==> config.mk <==
export PLATFORM = sky130hd
export DESIGN_NAME = aes128_stream_ctrl
export DESIGN_NICKNAME = d
export VERILOG_FILES = /design/src/rtl/aes128_pkg.sv /design/src/rtl/aes128_word_packer.sv /design/src/rtl/aes128_stream_ctrl.sv
export SDC_FILE = /design/constraint.sdc
export NUM_CORES = 1
export LEC_CHECK = 0
export CAP_MARGIN = 40
export CORE_MARGIN = 5
export CORE_UTILIZATION = 30
export DETAILED_ROUTE_END_ITERATION = 7
export RECOVER_POWER = 50
export SLEW_MARGIN = 20
export SYNTH_ARGS = -nofsm -noshare
export SYNTH_HDL_FRONTEND = slang
export SYNTH_SLANG_ARGS = --single-unit
==> constraint.sdc <==
create_clock -name clk -period 1.9 [get_ports clk]
set_clock_uncertainty 0.15 [all_clocks]
set_input_delay 0.285 -clock clk [delete_from_list [all_inputs] [get_ports clk]]
set_output_delay 0.285 -clock clk [all_outputs]
set_load 0.005 [all_outputs]
==> src/rtl/aes128_pkg.sv <==
// rtl/aes128_pkg.sv - shared constants and FSM state type for the AES-128 stream front end
package aes128_pkg;

    localparam int AES_BLOCK_W = 128;
    localparam int AES_WORD_W  = 32;
    localparam int AES_WORDS   = 4;

    typedef enum logic [2:0] {
        ST_IDLE      = 3'd0,
        ST_LOAD_KEY  = 3'd1,
        ST_LOAD_TEXT = 3'd2,
        ST_START     = 3'd3,
        ST_WAIT_DONE = 3'd4,
        ST_DRAIN     = 3'd5
    } aes_sc_state_e;

endpackage

==> src/rtl/aes128_word_packer.sv <==
// rtl/aes128_word_packer.sv - gathers four 32-bit words into one 128-bit block, first word at the top
module aes128_word_packer
    import aes128_pkg::*;
(
    input  logic                   clk,
    input  logic                   rst,
    input  logic                   clear,
    input  logic                   shift,
    input  logic [AES_WORD_W-1:0]  data,
    output logic [AES_BLOCK_W-1:0] block,
    output logic                   full
);

    logic [1:0] count;

    // Words enter at the bottom and move up, so the first word ends in bits [127:96]
    always_ff @(posedge clk) begin
        if (rst) begin
            block <= '0;
            count <= '0;
        end else begin
            if (shift) begin
                block <= {block[AES_BLOCK_W-AES_WORD_W-1:0], data};
            end
            if (clear) begin
                count <= '0;
            end else if (shift) begin
                count <= count + 2'd1;
            end
        end
    end

    // High in the cycle the last word of a block is accepted
    assign full = shift && (count == 2'(AES_WORDS - 1));

endmodule

==> src/rtl/aes128_stream_ctrl.sv <==
// rtl/aes128_stream_ctrl.sv - word-serial command/key/text front end and result drain for aes128_core
module aes128_stream_ctrl
    import aes128_pkg::*;
#(
    parameter int DATA_W = 32
) (
    input  logic                   clk,
    input  logic                   rst,
    input  logic                   cmd_valid_i,
    output logic                   cmd_ready_o,
    input  logic                   cmd_dec_i,
    input  logic                   cmd_key_i,
    input  logic                   in_valid_i,
    output logic                   in_ready_o,
    input  logic [DATA_W-1:0]      in_data_i,
    output logic                   out_valid_o,
    input  logic                   out_ready_i,
    output logic [DATA_W-1:0]      out_data_o,
    output logic                   out_last_o,
    output logic                   aes_start_enc_o,
    output logic                   aes_start_dec_o,
    output logic [AES_BLOCK_W-1:0] aes_key_o,
    output logic [AES_BLOCK_W-1:0] aes_text_o,
    input  logic                   aes_ready_i,
    input  logic                   aes_done_i,
    input  logic [AES_BLOCK_W-1:0] aes_text_i,
    output logic                   busy_o,
    output logic                   err_o
);

    aes_sc_state_e          state;
    aes_sc_state_e          state_next;
    logic                   dir;
    logic                   key_valid;
    logic                   err_q;
    logic [AES_BLOCK_W-1:0] result;
    logic [1:0]             out_cnt;
    logic                   key_shift;
    logic                   text_shift;
    logic                   key_full;
    logic                   text_full;
    logic                   state_change;
    logic                   cmd_fire;
    logic                   out_fire;

    // Ready signals depend only on state so the word-count feedback stays acyclic
    assign cmd_ready_o  = (state == ST_IDLE);
    assign in_ready_o   = (state == ST_LOAD_KEY) || (state == ST_LOAD_TEXT);
    assign cmd_fire     = cmd_valid_i && (state == ST_IDLE);
    assign key_shift    = in_valid_i && (state == ST_LOAD_KEY);
    assign text_shift   = in_valid_i && (state == ST_LOAD_TEXT);
    assign out_fire     = out_ready_i && (state == ST_DRAIN);
    assign state_change = (state_next != state);

    assign busy_o     = (state != ST_IDLE);
    assign err_o      = err_q;
    assign out_data_o = result[AES_BLOCK_W-1 -: AES_WORD_W];
    assign out_last_o = (state == ST_DRAIN) && (out_cnt == 2'(AES_WORDS - 1));

    // The packer registers drive the core directly; they only move during the load states
    aes128_word_packer u_key_packer (
        .clk   (clk),
        .rst   (rst),
        .clear (state_change),
        .shift (key_shift),
        .data  (in_data_i),
        .block (aes_key_o),
        .full  (key_full)
    );

    aes128_word_packer u_text_packer (
        .clk   (clk),
        .rst   (rst),
        .clear (state_change),
        .shift (text_shift),
        .data  (in_data_i),
        .block (aes_text_o),
        .full  (text_full)
    );

    // State register
    always_ff @(posedge clk) begin
        if (rst) begin
            state <= ST_IDLE;
        end else begin
            state <= state_next;
        end
    end

    // Next-state decode plus the output valid and the single start pulse
    always_comb begin
        state_next      = state;
        out_valid_o     = 1'b0;
        aes_start_enc_o = 1'b0;
        aes_start_dec_o = 1'b0;
        case (state)
            ST_IDLE: begin
                if (cmd_valid_i) begin
                    if (cmd_key_i) begin
                        state_next = ST_LOAD_KEY;
                    end else if (key_valid) begin
                        state_next = ST_LOAD_TEXT;
                    end
                end
            end
            ST_LOAD_KEY: begin
                if (key_full) begin
                    state_next = ST_LOAD_TEXT;
                end
            end
            ST_LOAD_TEXT: begin
                if (text_full) begin
                    state_next = ST_START;
                end
            end
            ST_START: begin
                aes_start_enc_o = aes_ready_i && !dir;
                aes_start_dec_o = aes_ready_i && dir;
                if (aes_ready_i) begin
                    state_next = ST_WAIT_DONE;
                end
            end
            ST_WAIT_DONE: begin
                if (aes_done_i) begin
                    state_next = ST_DRAIN;
                end
            end
            ST_DRAIN: begin
                out_valid_o = 1'b1;
                if (out_ready_i && (out_cnt == 2'(AES_WORDS - 1))) begin
                    state_next = ST_IDLE;
                end
            end
            default: begin
                state_next = ST_IDLE;
            end
        endcase
    end

    // Command bookkeeping: direction, retained-key flag and the missing-key error pulse
    always_ff @(posedge clk) begin
        if (rst) begin
            dir       <= 1'b0;
            key_valid <= 1'b0;
            err_q     <= 1'b0;
        end else begin
            if (cmd_fire) begin
                dir <= cmd_dec_i;
            end
            if (key_full) begin
                key_valid <= 1'b1;
            end
            err_q <= cmd_fire && !cmd_key_i && !key_valid;
        end
    end

    // Result unpacker: capture on done, then present the top word and shift on each handshake
    always_ff @(posedge clk) begin
        if (rst) begin
            result  <= '0;
            out_cnt <= '0;
        end else begin
            if ((state == ST_WAIT_DONE) && aes_done_i) begin
                result <= aes_text_i;
            end else if (out_fire) begin
                result <= {result[AES_BLOCK_W-AES_WORD_W-1:0], {AES_WORD_W{1'b0}}};
            end
            if (out_fire) begin
                out_cnt <= out_cnt + 2'd1;
            end else if (state != ST_DRAIN) begin
                out_cnt <= '0;
            end
        end
    end

endmodule

==> summary.md <==
| Metric | Value |
|---|---|
| H-tree levels | 2 |
| Die Y | 234 µm |
| Top cells by area, synth | dfxtp_1 53%, nand2_1 14%, a21oi_1 9.8% |
| Row cnt | 82 |
| Fraction of registers with async set/reset | 0% |
| Synthesized Nets | 1970 |
| Worst Tran Pin Value | 0.502 ns |
| Cell Area, Synth | 15000 µm² |
| First-pass GRT wire length | 80.1 mm |
| Sw power | 4.00 mW |
| Failing checks | setup timing |
| Startpoint types | flop |
| Final non-filler cell total | 2996 |
| Synth Register Bits | 396 |
| Max Freq | 492 MHz |
| Ports | 465 |
| Int Pwr | 13.6 mW |
| Post-synth top cells | 555 x nand2_1, 396 x dfxtp_1, 293 x a21oi_1, 105 x nor2_1 |
| Outcome | finished with violations |
| YS warnings | 0 |
| Placed Instances | 2850 |
| Core ar. | 49800 µm² |
| Initial antenna violation count | 6 |
| 1st-iter DRT viols | 643 |
| Clock buffer depth | 3 |
| Hold Fails Final Rpt | 0 |
| Pin count of the biggest net entering global routing | 79 |
| Max IR drop VDD | 0.000670 V |
| Sw Ratio | 22.7% |
| Min-delay worst type | in2reg |
| Logic pwr share | 5.7% |
| Slew Viols, Final | 0 |
| Placer Congestion | 0.811 |
| Die width | 234 µm |
| Top-count cell post-synth | nand2_1 |
| Post-synthesis sequential area ratio | 52.9% |
| Via Count | 14300 |
| Synth-to-layout area growth | 61.2% |
| Number of synthesized flops with an enable pin | 0 |
| Initial Utilization | 30.1% |
| Top_reg_cell synth | dfxtp_1 |
| Worst Path Max Fanout | 6 |
| Mean Syn Cell Area | 8.34 µm² |
| Clk sinks | 396 |
| Worst setup EP type | flop |
| Crit path kind | reg2reg |
| Required time worst endpoint | 2.24 ns |
| Die Footprint | 54500 µm² |
| Post-synth top area share | 52.9% |
| DRT Wirelength | 56.8 mm |
| Share of cells above drive strength 1 | 19.5% |
| Area leader, netlist | dfxtp_1 |
| Final nets | 2464 |
| Post-Syn Instances | 1798 |
| Sequential Power Share | 47.3% |
| PnR worst setup slack | -0.131 ns |
| Pre-CTS setup slack | -0.229 ns |
| Final Setup Violations | 76 |
| Arrival @ worst endpoint | 2.37 ns |
| CTS root buf | clkbuf_16 |
| Post-Place Cell Area | 20700 µm² |
| DP Wirelength | 38.0 mm |
| Vias in the first global route | 13900 |
| Core Util, Final | 48.6% |
| Wire per inst | 19.0 µm |
| Post-DRT Antenna Nets | 0 |
| Worst-Skew Late Latency | 0.58 ns |
| Final min period | 2.03 ns |
| Reg2reg setup slack | -0.13 ns |
| PD cells | 730 nW/µm² |
| RSZ-0062 raised after global routing | true |
| CTS tree | built |
| Via density | 4.77 |
| Grt total ovfl | 0 |
| CTS Buf Count | 45 |
| Clk network pwr share | 47.0% |
| Gr usage total | 18.5% |
| Slew HR | 66.6% |
| Layout fillers | 4674 |
| Synth cell types | 41 |
| Crit share post-route | 107% |
| Drt first pass iters | 4 |
| Port Buffers | 464 |
| Max Cap Viol | 0 |
| Leak pwr | 9.46 nW |
| Clock Pin Slew Worst Setup and Hold Paths | 0.06 ns |
| Final instance area | 24200 µm² |
| DRC Markers | 0 |
[placed cells by master (no fill, tap or decap), types with 27 or more instances in the layout]
| cell type | instances |
|---|---|
| a211oi_1 | 70 |
| a211oi_2 | 27 |
| a21oi_1 | 235 |
| a21oi_2 | 58 |
| buf_12 | 44 |
| buf_4 | 55 |
| clkbuf_16 | 66 |
| clkdlybuf4s50_1 | 222 |
| dfxtp_1 | 333 |
| dfxtp_2 | 52 |
| dlygate4sd2_1 | 198 |
| dlymetal6s2s_1 | 36 |
| mux2i_1 | 73 |
| nand2_1 | 551 |
| nor2_1 | 102 |
[registers in the layout, indices dropped and copies added (netlist names)]
name and cells:
dir 1, err_o 1, key_valid 1, out_cnt 2
result 128, state 3, u_key_packer.block 128, u_key_packer.count 2
u_text_packer.block 128, u_text_packer.count 2
[metal layers]
metal  vias to the layer above  track usage [%]  part of all wire [%]
li1                       6965                -                     -
met1                      6761             21.0                    39
met2                       456             31.7                    48
met3                        93             8.00                    10
met4                        10             5.63                   2.7
met5                         -                0                  0.13
[area by class of cell]
type	instances	area [µm²]	share of cell area [%]
flip-flops and latches	396	8030	33.2
repair buffers	626	7000	29.0
multi-input cells	1218	6880	28.5
clock buffers	67	1280	5.29
well taps	672	841	3.48
clock inverters	11	113	0.466
inverters	5	18.8	0.0776
diodes	1	2.50	0.0104
[critical path, cell delays in order (launching register included)]
cell      delay [ns]
dfxtp_4         0.38
buf_6           0.10
and2b_2         0.23
buf_6           0.12
and2_4          0.16
buf_12          0.14
buf_12          0.14
buf_8           0.12
mux2i_4         0.18
a211oi_2        0.22
[path summary, 6_finish.rpt]
path                            from                       to  cells past startpoint
max                         state[1]               result[54]                      9
min                    aes_text_i[2]                result[2]                      3
max reg2reg                 state[1]               result[54]                      9
min reg2reg  u_key_packer.block[107]  u_key_packer.block[107]                      2
[per-stage QoR]
stage,TNS [ns],hold WS [ns],power (mW)
floorplan,0,0.214,8.79
global placement,-31.37,0.293,9.46
detailed placement,-41.58,0.296,9.45
CTS,-7.08,0.0570,17.8
global route,-13.40,0.0981,18.3
finish,-3.78,0.110,17.6
[power groups by stage]
| stage | clock (mW) | combinational (mW) | sequential, mW |
|---|---|---|---|
| floorplan | 0 | 0.251 | 8.54 |
| global placement | 0 | 0.906 | 8.55 |
| detailed placement | 0 | 0.903 | 8.55 |
| CTS | 8.53 | 0.926 | 8.35 |
| global route | 8.86 | 1.06 | 8.35 |
| finish | 8.30 | 0.998 | 8.35 |
[cell families (layout without fill, tap and decap cells)]
logic type	count (synthesis)	after routing	share of synthesized area, %
muxes	97	97	6.48
AOI/OAI and AO/OA	435	435	16.4
DFF	396	396	52.9
buffers and inverters	184	709	6.34
and+or+nand+nor	679	679	17.4
adders and majority gates	3	3	0.250
other	0	1	0
xor gates and xnor gates	4	4	0.234
[timing repair]
item / CTS / global route
gates resized for setup: 362 / 209
setup endpoints to repair: 354 / 206
setup buffers: 18 / 25
endpoints found under the hold margin: 32 / 0
pin swaps: 50 / 61
cloned: 12 / 23
hold buffers: 1 / 0
(Power assumes the default switching activity.)
